`config.mk`:
```
export PLATFORM = sky130hd
export DESIGN_NAME = follow_control_flat
export DESIGN_NICKNAME = d
export VERILOG_FILES = /design/src/rtl/follow_control_if.sv /design/src/rtl/follow_control.sv /design/src/flat_wrapper.sv
export SDC_FILE = /design/constraint.sdc
export NUM_CORES = 1
export LEC_CHECK = 0
export ABC_AREA = 0
export CAP_MARGIN = 20
export CORE_MARGIN = 8
export CORE_UTILIZATION = 46
export DETAILED_ROUTE_END_ITERATION = 10
export PLACE_DENSITY = 0.86
export SYNTH_ARGS = -nofsm -noshare
export SYNTH_HDL_FRONTEND = slang
export SYNTH_SLANG_ARGS = --single-unit
```
`constraint.sdc`:
```
create_clock -name clock -period 6.2 [get_ports clock]
set_input_delay 1.24 -clock clock [delete_from_list [all_inputs] [get_ports clock]]
set_output_delay 1.24 -clock clock [all_outputs]
set_load 0.01 [all_outputs]
```
`src/rtl/follow_control_if.sv`:
```
// Buffer-read and image-memory-write bus between follow_control and its neighbours.
// The master modport is the controller side; the slave modport is the RAM/memory side.
interface follow_control_if #(
  parameter int PTR_W  = 7,
  parameter int ADDR_W = 11,
  parameter int DATA_W = 32
);
  logic                     buf_rd_en_o;
  logic [PTR_W-1:0]         buf_rd_addr_o;
  logic [ADDR_W+DATA_W-1:0] buf_rd_data_i;
  logic                     mem_wr_en_o;
  logic [ADDR_W-1:0]        mem_addr_o;
  logic [DATA_W-1:0]        mem_data_o;
  logic                     mem_ready_i;

  modport master (
    output buf_rd_en_o, buf_rd_addr_o, mem_wr_en_o, mem_addr_o, mem_data_o,
    input  buf_rd_data_i, mem_ready_i
  );

  modport slave (
    input  buf_rd_en_o, buf_rd_addr_o, mem_wr_en_o, mem_addr_o, mem_data_o,
    output buf_rd_data_i, mem_ready_i
  );
endinterface

```
`src/rtl/follow_control.sv`:
```
// Tail-side consumer of the uart_buffer circular queue: reads each pending entry and
// writes it to image memory, advancing the follow pointer only once the write is accepted.
module follow_control #(
  parameter int PTR_W  = 7,
  parameter int ADDR_W = 11,
  parameter int DATA_W = 32,
  parameter int CNT_W  = 16
) (
  input  logic               clock,
  input  logic               rst_n,
  input  logic [PTR_W-1:0]   lead_i,
  input  logic               hold_i,
  output logic [PTR_W-1:0]   follow_o,
  output logic               empty_o,
  output logic [PTR_W-1:0]   occupancy_o,
  output logic [CNT_W-1:0]   consumed_cnt_o,
  follow_control_if.master   bus
);

  typedef enum logic [1:0] {S_IDLE, S_RD, S_CAP, S_WR} state_t;

  state_t              state_q, state_d;
  logic [PTR_W-1:0]    follow_q, follow_d;
  logic [CNT_W-1:0]    cnt_q, cnt_d;
  logic [ADDR_W-1:0]   mem_addr_q, mem_addr_d;
  logic [DATA_W-1:0]   mem_data_q, mem_data_d;
  logic                mem_wr_en_q, mem_wr_en_d;
  logic                buf_rd_en_q, buf_rd_en_d;
  logic [PTR_W-1:0]    follow_inc;
  logic                accept;

  assign follow_inc  = follow_q + 1'b1;
  assign accept      = (state_q == S_WR) && bus.mem_ready_i;
  assign empty_o     = (lead_i == follow_q);
  assign occupancy_o = lead_i - follow_q;

  always_ff @(posedge clock or negedge rst_n) begin
    if (!rst_n) begin
      state_q     <= S_IDLE;
      follow_q    <= '0;
      cnt_q       <= '0;
      mem_addr_q  <= '0;
      mem_data_q  <= '0;
      mem_wr_en_q <= 1'b0;
      buf_rd_en_q <= 1'b0;
    end else begin
      state_q     <= state_d;
      follow_q    <= follow_d;
      cnt_q       <= cnt_d;
      mem_addr_q  <= mem_addr_d;
      mem_data_q  <= mem_data_d;
      mem_wr_en_q <= mem_wr_en_d;
      buf_rd_en_q <= buf_rd_en_d;
    end
  end

  // lead_i is only looked at in IDLE and on the accepting edge of WR
  always_comb begin
    state_d = S_IDLE;
    case (state_q)
      S_IDLE:  state_d = (!empty_o && !hold_i) ? S_RD : S_IDLE;
      S_RD:    state_d = S_CAP;
      S_CAP:   state_d = S_WR;
      S_WR: begin
        if (bus.mem_ready_i)
          state_d = ((lead_i != follow_inc) && !hold_i) ? S_RD : S_IDLE;
        else
          state_d = S_WR;
      end
      default: state_d = S_IDLE;
    endcase
  end

  // Strobes follow the next state, so an unknown state recovers with both low
  always_comb begin
    buf_rd_en_d = (state_d == S_RD);
    mem_wr_en_d = (state_d == S_WR);
    follow_d    = accept ? follow_inc : follow_q;
    cnt_d       = accept ? cnt_q + 1'b1 : cnt_q;
    mem_addr_d  = mem_addr_q;
    mem_data_d  = mem_data_q;
    if (state_q == S_CAP) begin
      mem_addr_d = bus.buf_rd_data_i[ADDR_W+DATA_W-1:DATA_W];
      mem_data_d = bus.buf_rd_data_i[DATA_W-1:0];
    end
  end

  assign follow_o          = follow_q;
  assign consumed_cnt_o    = cnt_q;
  assign bus.buf_rd_en_o   = buf_rd_en_q;
  assign bus.buf_rd_addr_o = follow_q;
  assign bus.mem_wr_en_o   = mem_wr_en_q;
  assign bus.mem_addr_o    = mem_addr_q;
  assign bus.mem_data_o    = mem_data_q;

endmodule

```
`src/flat_wrapper.sv`:
```
// flat-port wrapper written by rule: the top's interface ports become plain ports
module follow_control_flat 
#(
  parameter int PTR_W  = 7,
  parameter int ADDR_W = 11,
  parameter int DATA_W = 32,
  parameter int CNT_W  = 16
)
  (clock, rst_n, lead_i, hold_i, follow_o, empty_o, occupancy_o, consumed_cnt_o, bus_buf_rd_en_o, bus_buf_rd_addr_o, bus_mem_wr_en_o, bus_mem_addr_o, bus_mem_data_o, bus_buf_rd_data_i, bus_mem_ready_i);
  follow_control_if #(.PTR_W(PTR_W), .ADDR_W(ADDR_W), .DATA_W(DATA_W)) bus_i ();
  input  logic clock;
  input  logic rst_n;
  input  logic [PTR_W-1:0] lead_i;
  input  logic hold_i;
  output logic [PTR_W-1:0] follow_o;
  output logic empty_o;
  output logic [PTR_W-1:0] occupancy_o;
  output logic [CNT_W-1:0] consumed_cnt_o;
  output wire logic [$bits(bus_i.buf_rd_en_o)-1:0] bus_buf_rd_en_o;
  output wire logic [$bits(bus_i.buf_rd_addr_o)-1:0] bus_buf_rd_addr_o;
  output wire logic [$bits(bus_i.mem_wr_en_o)-1:0] bus_mem_wr_en_o;
  output wire logic [$bits(bus_i.mem_addr_o)-1:0] bus_mem_addr_o;
  output wire logic [$bits(bus_i.mem_data_o)-1:0] bus_mem_data_o;
  input wire logic [$bits(bus_i.buf_rd_data_i)-1:0] bus_buf_rd_data_i;
  input wire logic [$bits(bus_i.mem_ready_i)-1:0] bus_mem_ready_i;
  assign bus_buf_rd_en_o = bus_i.buf_rd_en_o;
  assign bus_buf_rd_addr_o = bus_i.buf_rd_addr_o;
  assign bus_mem_wr_en_o = bus_i.mem_wr_en_o;
  assign bus_mem_addr_o = bus_i.mem_addr_o;
  assign bus_mem_data_o = bus_i.mem_data_o;
  assign bus_i.buf_rd_data_i = bus_buf_rd_data_i;
  assign bus_i.mem_ready_i = bus_mem_ready_i;
  follow_control #(.PTR_W(PTR_W), .ADDR_W(ADDR_W), .DATA_W(DATA_W), .CNT_W(CNT_W)) u_core (.clock(clock), .rst_n(rst_n), .lead_i(lead_i), .hold_i(hold_i), .follow_o(follow_o), .empty_o(empty_o), .occupancy_o(occupancy_o), .consumed_cnt_o(consumed_cnt_o), .bus(bus_i));
endmodule
```
==> metrics.yaml, run 1 <==
antenna_found_initial: 0
rsz0062_at_grt: "false"
cp-end-kind: "output port"
hold_path_class: "reg -> reg"
layout.nets: 457
criticalPathCategory: "in -> out"
grt_max_degree: 71
finalSetupTns_ns: 0
initial_core_util_pct: 47.3
ys_seq_elements: 70
fp.coreArea_um2: 6790
grt_pass1_wl_um: 13300
io_pins: 137
max_slew_margin_pct: 42.8
p_leak_nw: 2.01
cpPeakStageDelay_ns: 0.48
timing.final.crit_share_pct: 81.8
antenna_left: 0
dp_hpwl_um: 6740
vdd_drop_max_mv: 0.313
synth_area_per_cell_um2: 12.5
top_usage_layer: "met2"
clk_latency_ns: 0.33
powerDensity_nw_per_um2: 510
cts_sinks: 70
async_flop_share_pct: 100
path_cells: "clkdlybuf4s50_1, inv_1, ha_1, fa_1, nor2b_1, o21ai_0, a21boi_0, nor4_1, a311o_1, clkdlybuf4s50_1"
crit_start: "lead_i[0]"
place.gp.congestion: 0.818
maxCapViolations: 0
fill_cells: 475
synth_top_area_share_pct: 54.5
postSynthNetCount: 321
dieArea_um2: 9920
first_global_vias: 2568
netlist-cell-type-count: 35
period_minus_slack_ns: 5.07
clock_skew_ns: 0.00511
fin_cells: 495
cts_hold_buf: 0
dp.cells: 478
gr-usage-met3_pct: 5.66
grt_use_total_pct: 17.2
die_w_um: 99.6
finalMaxSlewViolations: 0
finalSetupViolCount: 0
crit_fanout: 3
grt_use_met1_pct: 20.5
syn_inst: 258
clkSlewWorstSetupHoldPaths_ns: 0.07
syn_to_final_growth_pct: 51.7
ys_seq_area_share_pct: 54.5
first_pass_iters: 4
wire_per_inst_um: 17.5
postSynth.topFlopCell: "dfrtp_1"
yosysTopAreaCell: "dfrtp_1"
r2r_start: "u_core.bus.buf_rd_addr_o[4]"
cts_buffers: 9
tightest_slew_ns: 0.858
synthTopCellsByArea: "dfrtp_1 (54%), mux2_2 (15%), xnor2_1 (7.1%), ha_1 (3.1%), nand2_1 (1.9%)"
grtUsageMet2_pct: 28.1
hold_viol_final: 0
dr.first_iter.drc_count: 33
dieHeight_um: 99.6
synth_edf_count: 0
final_common_cell: "clkdlybuf4s50_1"
clk_path_buf_depth: 2
overflow: 0
drc_errors: 0
antenna_cells: 0
drt_wl_total_um: 8650
via_per_inst: 4.92
worst_path_most_repeated_cell: "clkdlybuf4s50_1"
drive_gt1_share_pct: 16.8
cpMaxStageDelayCell: "clkdlybuf4s50_1"
htreeDepth: 3
hp-start: "u_core.consumed_cnt_o[14]"
yosys_warnings: 0
cts-resized-gates: 0
max_freq_mhz: 197
vias: 2435
outcome: "finished clean"
crit_required_ns: 4.96
arrival_ns: 3.83
final_cell_mix: "clkdlybuf4s50_1 (135), dfrtp_1 (70), mux2_2 (43), xnor2_1 (26), nand2_1 (16)"
place.port_buffers: 136
cts_tree: "done"
cts_root_buf: "clkbuf_8"
cp-start-kind: "input port"
post_cts_buffers: 0
rows: 30
mappedNetlistArea_um2: 3210
-- layer usage --
layer	vias up	wire, um
li1	1165	-
met4	0	102
met2	106	3960
met5	-	0
met3	9	714
met1	1155	3870
-- cells by family (layout without fill, tap and decap cells) --
logic type / count (synthesis) / after routing / share of synthesized area, %
DFF: 70 / 70 / 54.5
and+or+nand+nor: 63 / 63 / 10.4
muxes: 44 / 44 / 15.4
xor gates and xnor gates: 31 / 31 / 8.45
buffers and inverters: 26 / 167 / 4.01
AOI/OAI and AO/OA: 15 / 15 / 3.50
adders and majority gates: 9 / 9 / 3.74
-- where the power goes --
group	internal, mW	switching [mW]
clock network	0.238	0.168
registers	0.653	0.161
logic	0.753	0.514
-- final timing paths --
kind / cells after the start / slack [ns] / to
max: 10 / 1.13 / occupancy_o[6]
min: 1 / 0.50 / u_core.consumed_cnt_o[14]
max reg2reg: 7 / 4.26 / u_core.state_q[0]
min reg2reg: 1 / 0.50 / u_core.consumed_cnt_o[14]
max in group asynchronous: 2 / 4.54 / u_core.bus.mem_data_o[31]
min in group asynchronous: 2 / 1.11 / u_core.bus.mem_data_o[29]
-- cells in the mapped netlist, types with 2 or more instances --
master and count:
dfrtp_1 70, mux2_2 43, xnor2_1 26, nand2_1 16, inv_1 13, nor2_1 10, ha_1 8, nand3_1 8
nand4_1 8, buf_4 7, nor3_1 5, xor2_1 5, buf_2 4, nor2b_1 4, o21ai_0 4, a21boi_0 2
and2_1 2, and3_1 2, and4_1 2, clkbuf_1 2, nor4_1 2, nor4_2 2
-- critical path, delay by kind of cell --
kind	cells	cell delay (ns)
AOI/OAI and AO/OA	3	0.80
buffers and inverters	3	0.98
and+or+nand+nor	2	0.21
adders and majority gates	2	0.60
-- sequential cells by signal, indices dropped and copies added, names as in the netlist --
signal,cells
u_core.bus.mem_data_o,32
u_core.consumed_cnt_o,16
u_core.bus.mem_addr_o,11
u_core.bus.buf_rd_addr_o,7
u_core.state_q,2
u_core.bus.buf_rd_en_o,1
u_core.bus.mem_wr_en_o,1
-- through the flow --
stage          cell area [um^2]  total power, mW  hold slack [ns]  worst slack (ns)  util [%]
3_3_place_gp               4630             2.04            0.461              1.21      68.1
4_1_cts                    4850             2.50            0.499              1.12      71.4
2_1_floorplan              3210             1.44            0.507              2.22         -
3_5_place_dp               4630             2.08            0.488              1.13      68.1
6_report                   4880             2.49            0.499              1.13      71.8
5_1_grt                    4880             2.64            0.518             0.915      71.8
-- final cells by class --
type	instances	area (um^2)	share of cell area, %
Clock buffer	11	141	2.90
Sequential cell	70	1750	35.9
Tap cell	96	120	2.46
Clock inverter	5	81.3	1.67
Timing Repair Buffer	138	1390	28.5
Multi-Input combinational cell	162	1340	27.5
Inverter	13	48.8	1.00
Note: power is estimated with default switching activity, not from simulation.
==> run 2, diff against run 1 <==
--- a/config.mk
+++ b/config.mk
@@ -8,9 +8,9 @@
 export ABC_AREA = 0
 export CAP_MARGIN = 20
 export CORE_MARGIN = 8
-export CORE_UTILIZATION = 46
+export CORE_UTILIZATION = 38
 export DETAILED_ROUTE_END_ITERATION = 10
-export PLACE_DENSITY = 0.86
+export PLACE_DENSITY = 0.76
 export SYNTH_ARGS = -nofsm -noshare
 export SYNTH_HDL_FRONTEND = slang
 export SYNTH_SLANG_ARGS = --single-unit
==> constraint.sdc (replaced) <==
create_clock -name clock -period 4.1 [get_ports clock]
set_input_delay 0.82 -clock clock [delete_from_list [all_inputs] [get_ports clock]]
set_output_delay 0.82 -clock clock [all_outputs]
set_load 0.01 [all_outputs]
==> metrics.yaml, run 2 (synthesis gave the netlist of run 1 again) <==
seq_area_um2: 1750
cpMaxStageDelayCell: "clkdlybuf4s50_1"
path_cells: "clkdlybuf4s50_1, inv_1, ha_1, fa_1, nor2b_1, o21ai_0, a21boi_1, buf_4, nor2_1, clkdlybuf4s50_1"
max_slew_margin_pct: 57.8
cts_root_buf: "clkbuf_8"
syn_to_final_growth_pct: 52.9
clock_skew_ns: 0.00987
cp-start-kind: "input port"
drt_wl_total_um: 7930
maxCapViolations: 0
clk_latency_ns: 0.33
cpPeakStageDelay_ns: 0.47
dieArea_um2: 11700
crit_required_ns: 3.28
final_cell_mix: "clkdlybuf4s50_1 (134), dfrtp_1 (70), mux2_2 (43), xnor2_1 (26), nand2_1 (16)"
period_minus_slack_ns: 3.83
hold_path_class: "in -> async"
hold_viol_final: 0
critPathTopFamily: "buffers and inverters"
dieHeight_um: 108
fp.coreArea_um2: 8220
rsz0062_at_grt: "false"
overflow: 0
vdd_drop_max_mv: 0.409
r2r_start: "u_core.bus.buf_rd_addr_o[5]"
first_global_vias: 2439
path_buf_inv: 4
final_common_cell: "clkdlybuf4s50_1"
die_w_um: 108
grt_max_degree: 52
drc_errors: 0
drive_gt1_share_pct: 17.7
outcome: "finished clean"
finalMaxSlewViolations: 0
via_per_inst: 4.76
r2r_setup_slack_ns: 2.18
largest_register_ffs: 32
pre_cts_slack_ns: -0.0174
antenna_found_initial: 0
io_pins: 137
initial_core_util_pct: 39.1
cts_tree: "done"
place.port_buffers: 136
htreeDepth: 3
r2r_cells: 7
max_freq_mhz: 261
grt_pass1_wl_um: 12600
post_cts_buffers: 0
grt_use_total_pct: 13.5
worst_path_most_repeated_cell: "clkdlybuf4s50_1"
dr.first_iter.drc_count: 46
r2r_end: "u_core.state_q[0]"
clk_path_buf_depth: 2
timing.final.crit_share_pct: 93.4
antenna_left: 0
fin_util_pct: 59.8
p_leak_nw: 2.04
worst_slack_ns: 0.271
powerDensity_nw_per_um2: 755
finalSetupTns_ns: 0
clkSlewWorstSetupHoldPaths_ns: 0.07
cts_sinks: 70
cp-end-kind: "output port"
multi_input_area_um2: 1340
dp_hpwl_um: 6210
crit_fanout: 2
layout.nets: 461
first_pass_iters: 4
antenna_cells: 0
rows: 33
criticalPathCategory: "in -> out"
arrival_ns: 3.01
vias: 2411
fill_cells: 667
tightest_slew_ns: 0.631
cts_buffers: 9
finalSetupViolCount: 0
place.gp.congestion: 0.795
wire_per_inst_um: 15.6
==> run 2: final cells by class <==
type / instances / share of cell area, %
multi-input combinational: 162 / 27.3
inverter: 13 / 0.993
tap: 105 / 2.67
sequential: 70 / 35.7
timing repair buffer: 142 / 29.1
clock inverter: 6 / 1.78
clock buffer: 9 / 2.52
==> run 2: worst register-to-register path, stage by stage, from the launching register on <==
cell and delay (ns):
dfrtp_1 0.48, inv_1 0.08, ha_1 0.37, inv_1 0.11, nor4_2 0.48, o21bai_1 0.11
a21oi_1 0.15, nor2_1 0.06
==> run 2: worst max-delay path by stage <==
| stage | slack (ns) | endpoint | start | depth (start not counted) |
|---|---|---|---|---|
| 2_1_floorplan | 0.96 | occupancy_o[6] | lead_i[0] | 8 |
| 3_3_place_gp | 0.01 | occupancy_o[6] | lead_i[0] | 10 |
| 3_5_place_dp | -0.02 | occupancy_o[6] | lead_i[0] | 10 |
| 4_1_cts | 0.02 | occupancy_o[6] | lead_i[0] | 10 |
| 5_1_grt | 0.12 | occupancy_o[4] | lead_i[0] | 10 |
| 6_report | 0.27 | occupancy_o[4] | lead_i[0] | 10 |
==> run 2: metrics by stage <==
step | hold slack, ns | std cells | instance area, um^2 | power [mW]
after floorplan | 0.507 | 258 | 3210 | 2.17
after global placement | 0.462 | 490 | 4660 | 3.10
after detailed placement | 0.472 | 491 | 4680 | 3.17
after CTS | 0.487 | 506 | 4890 | 3.77
after global routing | 0.418 | 507 | 4910 | 3.95
final | 0.404 | 507 | 4910 | 3.71
==> run 2: per-layer routing <==
| metal | wire [um] | global-route usage (%) | vias up |
|---|---|---|---|
| li1 | - | - | 1161 |
| met4 | 99 | 4.46 | 0 |
| met3 | 636 | 4.28 | 9 |
| met5 | 0 | 0 | - |
| met2 | 3620 | 21.6 | 97 |
| met1 | 3570 | 16.8 | 1144 |
==> run 2: timing repair <==
item                                    4_1_cts  5_1_grt
pin swaps                                     0        1
gates cloned                                  0        0
resized for setup                             1        1
hold buffers                                  0        0
endpoints found under the setup margin        1        1
==> run 2: power breakdown <==
group	switching, mW	internal (mW)
clock	0.249	0.339
sequential	0.234	0.988
combinational	0.757	1.14
total	1.24	2.47
==> patch 1: new RTL, flow settings as in run 1 <==
Make the reset (`rst_n`) synchronous in one clocked block.
--- a/src/rtl/follow_control.sv
+++ b/src/rtl/follow_control.sv
@@ -34,7 +34,7 @@
   assign empty_o     = (lead_i == follow_q);
   assign occupancy_o = lead_i - follow_q;
 
-  always_ff @(posedge clock or negedge rst_n) begin
+  always_ff @(posedge clock) begin
     if (!rst_n) begin
       state_q     <= S_IDLE;
       follow_q    <= '0;
Function: differs if rst_n is asserted again (counterexample within 4 cycles, from zero or initial values and one cycle with rst_n low); with rst_n held inactive, the same outputs for 10 cycles.
==> patch 1 against run 1 <==
- cell area is 3.4% lower
- wire length is 7.6% higher
- synthesized area is 3.0% lower
- largest cell class is now multi-input gates
- setup slack better by 0.27 ns
- sequential cell count stayed put
- core utilization is 1.3 points lower
Power is not compared: it rests on default switching activity, and its combinational part moved more than twofold at a synthesized area within 25%.
==> patch 1: results (changes against run 1) <==
stage	metric	value	unit	change
outcome	outcome	completed		
sta	skew	0.0110	ns	+0.00585 ns
critical_path	worstReg2RegStart	u_core.bus.buf_rd_addr_o[1]		
critical_path	cpPeakStageDelay	0.54	ns	+0.06 ns
logic_synthesis	avgSynthCellArea	7.95	µm²	-36%
placed_design	place_area	4460	µm²	-3.7%
finish	drive_above_1_share	4.63	%	-12 points
placed_design	place_congestion	0.830		+1.6%
critical_path	cp.arrival	3.56	ns	-0.27 ns
logic_synthesis	yosys.area_share.xor_xnor	9.19	%	+0.75 points
critical_path	r2r_slack	4.00	ns	-0.26 ns
grt	grt_pass1_vias	3081		+20%
clock_tree	cts.repair.resized	0		unchanged
finish	n_fill_cell	537		+13%
grt	grt_usage	18.7	%	+1.6 points
route	avgRoutedWirePerCell	15.6	µm	-11%
route	drtIter0Drc	122		+270%
finish	largest_reg_flops	32		unchanged
route	first_pass_iters	4		unchanged
grt	grt_first_pass_wirelength	15.0	mm	+12%
logic_synthesis	yosysWarnings	0		unchanged
grt	grt_max_degree	69		-2.8%
placed_design	dp_slack	1.41	ns	+0.283 ns
clock_tree	ctsHtreeMaxLevel	3		unchanged
worst_hold_path	min_from	u_core.bus.mem_data_o[8]		
logic_synthesis	synth_area_leaders	dfxtp_1, nand2_1, a21oi_1		
logic_synthesis	syn_nets	455		+42%
logic_synthesis	async_reset_ff_share	0	%	-100 points
clock_tree	post-cts-setup-buffer-count	0		unchanged
sta	setup_slack	1.40	ns	+0.267 ns
sta	hold_slack	0.454	ns	-0.0444 ns
finish	fin_util	70.5	%	-1.3 points
logic_synthesis	ys_top_cells_by_count	nand2_1, dfxtp_1, a21oi_1		
route	drt-total-wl	9.31	mm	+7.6%
placed_design	dpl.cell_count	581		+22%
sta	relSlewSlack	67.0	%	+24 points
logic_synthesis	ys_types	32		-8.6%
logic_synthesis	synth_compound_area_share	11.3	%	+7.8 points
critical_path	timing.rr.end	u_core.state_q[0]		
logic_synthesis	seq_area_frac_synth	45.0	%	-9.5 points
logic_synthesis	synthFlopType	dfxtp_1		
placed_design	dp_hpwl	6.83	mm	+1.5%
grt	antenna_found_initial	0		unchanged
route	vias	3040		+25%
logic_synthesis	synth_mux_area_share	0	%	-15 points
critical_path	reg2regPathDepth	6		-1
logic_synthesis	yosys.area_share.adder	3.85	%	+0.12 points
==> patch 1: cell count changes after synthesis, sizes merged, moves of 4 or more <==
cell / delta
and3: +4
nand2: +85
xnor2: -9
xor2: +8
clkbuf: +16
nor2: +19
a21oi: +48
dfxtp: +70
mux2: -43
nand3: +5
dfrtp: -70
==> patch 1: worst min path at each step <==
stage	to	depth (start not counted)
after floorplan	u_core.bus.mem_addr_o[0]	2
after global routing	u_core.bus.mem_data_o[18]	2
final	u_core.bus.mem_data_o[8]	2
after global placement	u_core.bus.mem_addr_o[6]	2
after detailed placement	u_core.bus.mem_data_o[8]	2
after CTS	u_core.bus.mem_data_o[8]	2
==> patch 1: cell type report <==
cell class	instances	area share, %
Inverter	13	1.04
Multi-Input combinational cell	280	32.5
Tap cell	80	2.13
Timing Repair Buffer	139	29.7
Clock inverter	5	1.73
Clock buffer	11	3.22
Sequential cell	70	29.8
==> patch 1: worst max-delay path: cells and delay by family <==
| kind | cells | cell delay, ns |
|---|---|---|
| compound gates | 3 | 0.44 |
| fa+ha+maj | 2 | 0.61 |
| buf+inv | 3 | 1.05 |
| simple gates | 2 | 0.23 |
==> patch 1: kinds of logic (layout without fill, tap and decap cells) <==
logic type               after synthesis  in the layout
adder cells (fa/ha/maj)                9              9
flip-flops                            70             70
buffers and inverters                 42            168
AND/OR/NAND/NOR                      176            176
XOR/XNOR                              31             31
AO/OA/AOI/OAI                         64             64
==> patch 1: routing by layer <==
layer | vias to the layer above | share of wire (%) | track usage [%]
met5 | - | 0 | 0
met4 | 0 | 1.1 | 5.19
met3 | 8 | 6.4 | 6.69
met2 | 93 | 53 | 34.6
met1 | 1415 | 39 | 19.3
li1 | 1524 | - | -
==> patch 2: new RTL, flow settings as in run 1 <==
Made on the original files. `ADDR_W` is set to 11 in 3 places; all go to 10.
--- a/src/rtl/follow_control_if.sv
+++ b/src/rtl/follow_control_if.sv
@@ -2,7 +2,7 @@
 // The master modport is the controller side; the slave modport is the RAM/memory side.
 interface follow_control_if #(
   parameter int PTR_W  = 7,
-  parameter int ADDR_W = 11,
+  parameter int ADDR_W = 10,
   parameter int DATA_W = 32
 );
   logic                     buf_rd_en_o;
--- a/src/rtl/follow_control.sv
+++ b/src/rtl/follow_control.sv
@@ -2,7 +2,7 @@
 // writes it to image memory, advancing the follow pointer only once the write is accepted.
 module follow_control #(
   parameter int PTR_W  = 7,
-  parameter int ADDR_W = 11,
+  parameter int ADDR_W = 10,
   parameter int DATA_W = 32,
   parameter int CNT_W  = 16
 ) (
--- a/src/flat_wrapper.sv
+++ b/src/flat_wrapper.sv
@@ -2,7 +2,7 @@
 module follow_control_flat 
 #(
   parameter int PTR_W  = 7,
-  parameter int ADDR_W = 11,
+  parameter int ADDR_W = 10,
   parameter int DATA_W = 32,
   parameter int CNT_W  = 16
 )
Interface: changed (resized bus_buf_rd_data_i and bus_mem_addr_o); port bits go from 137 to 135. No check against the original RTL was run, so the function may have changed too.
==> patch 2 against run 1 <==
- synthesized area down 0.93%
- sequential power down 2%
- power down 5.8%
- sequential share of layout area up 0.45 points
- sequential cell count down 1
- first-iteration DRC count up 18%
- setup slack better by 0.16 ns
- register-to-register slack worse by 0.16 ns
- count of clock-buffer cells in the layout down 1
- via count up 2.4%
- cell area down 2.6%
- highest routed layer unchanged
- hold slack worse by 0.026 ns
- wire length down 1.0%
==> patch 2: results (changes against run 1) <==
stage	metric	value	unit	change
grt	grt_max_degree	70		-1.4%
critical_path	cp.arrival	3.67	ns	-0.16 ns
placed_design	dp_hpwl	6.64	mm	-1.4%
grt	gr-usage-met1	21.2	%	+0.73 points
finish	seqCellArea	1730	µm²	-1.4%
grt	grt_usage	17.6	%	+0.44 points
clock_tree	cts.repair.resized	0		unchanged
worst_hold_path	min_from	u_core.consumed_cnt_o[15]		
power	p_leak	2.00	nW	-0.85%
finish	n_all_buffers	136		-1.4%
sta	worst_pin_slew	0.850	ns	-0.00821 ns
finish	nNonClkInverters	12		-1
logic_synthesis	seq_area_frac_synth	54.2	%	-0.27 points
logic_synthesis	syn_nets	325		+1.2%
power	max-vdd-ir-drop	0.252	mV	-19%
finish	drive_above_1_share	16.2	%	-0.58 points
logic_synthesis	ys_top_cells_by_count	dfrtp_1, mux2_2, xnor2_1		
finish	n_fill_cell	479		+0.84%
power	power_density	494	nW/µm²	-3.2%
placed_design	place_area	4550	µm²	-1.6%
route	drtIter0Drc	39		+18%
grt	grt_pass1_vias	2615		+1.8%
grt	grt_util_met2	29.3	%	+1.2 points
finish	clk_share	3.72	%	-0.85 points
grt	grt_first_pass_wirelength	13.8	mm	+3.3%
critical_path	reg2regPathDepth	7		unchanged
route	vias	2493		+2.4%
finish	nClkBuffers	10		-1
placed_design	dp_slack	1.28	ns	+0.152 ns
logic_synthesis	ys_ff_latch	69		-1.4%
logic_synthesis	ys_types	36		+2.9%
finish	multi_input_gates	168		+3.7%
finish	bufAreaShareNonClock	28.7	%	+0.19 points
critical_path	r2r_slack	4.10	ns	-0.16 ns
route	avgRoutedWirePerCell	17.8	µm	+1.9%
outcome	outcome	completed		
logic_synthesis	synth_area_leaders	dfrtp_1, mux2_2, xnor2_1		
sta	hold_slack	0.473	ns	-0.0260 ns
logic_synthesis	synth_most_common_cell	dfrtp_1		
worst_hold_path	min_to	u_core.consumed_cnt_o[15]		
finish	nNetsFinal	458		+0.22%
sta	max_freq	204	MHz	+3.3%
placed_design	io_buffers	134		-1.5%
critical_path	cpPeakStageDelay	0.54	ns	+0.06 ns
grt	use_met3	5.38	%	-0.28 points
finish	multi_input_area_share	28.1	%	+0.61 points
logic_synthesis	avgSynthCellArea	12.1	µm²	-2.8%
worst_hold_path	worstHoldPathCells	1		unchanged
sta	skew	0.00639	ns	+0.00128 ns
-- patch 2: changes by cell type after synthesis, sizes merged, moves of 2 or more --
cell | before | now
xor2 | 5 | 8
and4 | 2 | 0
a311oi | 0 | 2
a31oi | 0 | 2
nand3 | 9 | 14
nor2 | 10 | 13
and3 | 2 | 6
xnor2 | 26 | 20
or4 | 1 | 3
nand4 | 8 | 4
-- patch 2: cell families after synthesis --
| kind of cell | count (synthesis) | synth area share (%) |
|---|---|---|
| mux | 42 | 14.9 |
| xor+xnor | 28 | 7.70 |
| flops | 69 | 54.2 |
| fa+ha+maj | 9 | 3.77 |
| compound gates | 17 | 3.85 |
| buf+inv | 26 | 4.09 |
| simple gates | 72 | 11.5 |
-- patch 2: metal layers --
metal	share of wire, %	wire (µm)
met1	44	3750
met2	48	4070
met3	7.6	647
met4	0.99	85
met5	0	0
-- patch 2: report_power, final --
part	internal, mW	switching [mW]	total [mW]
registers	0.644	0.156	0.800
logic	0.725	0.498	1.22
clock network	0.154	0.168	0.323
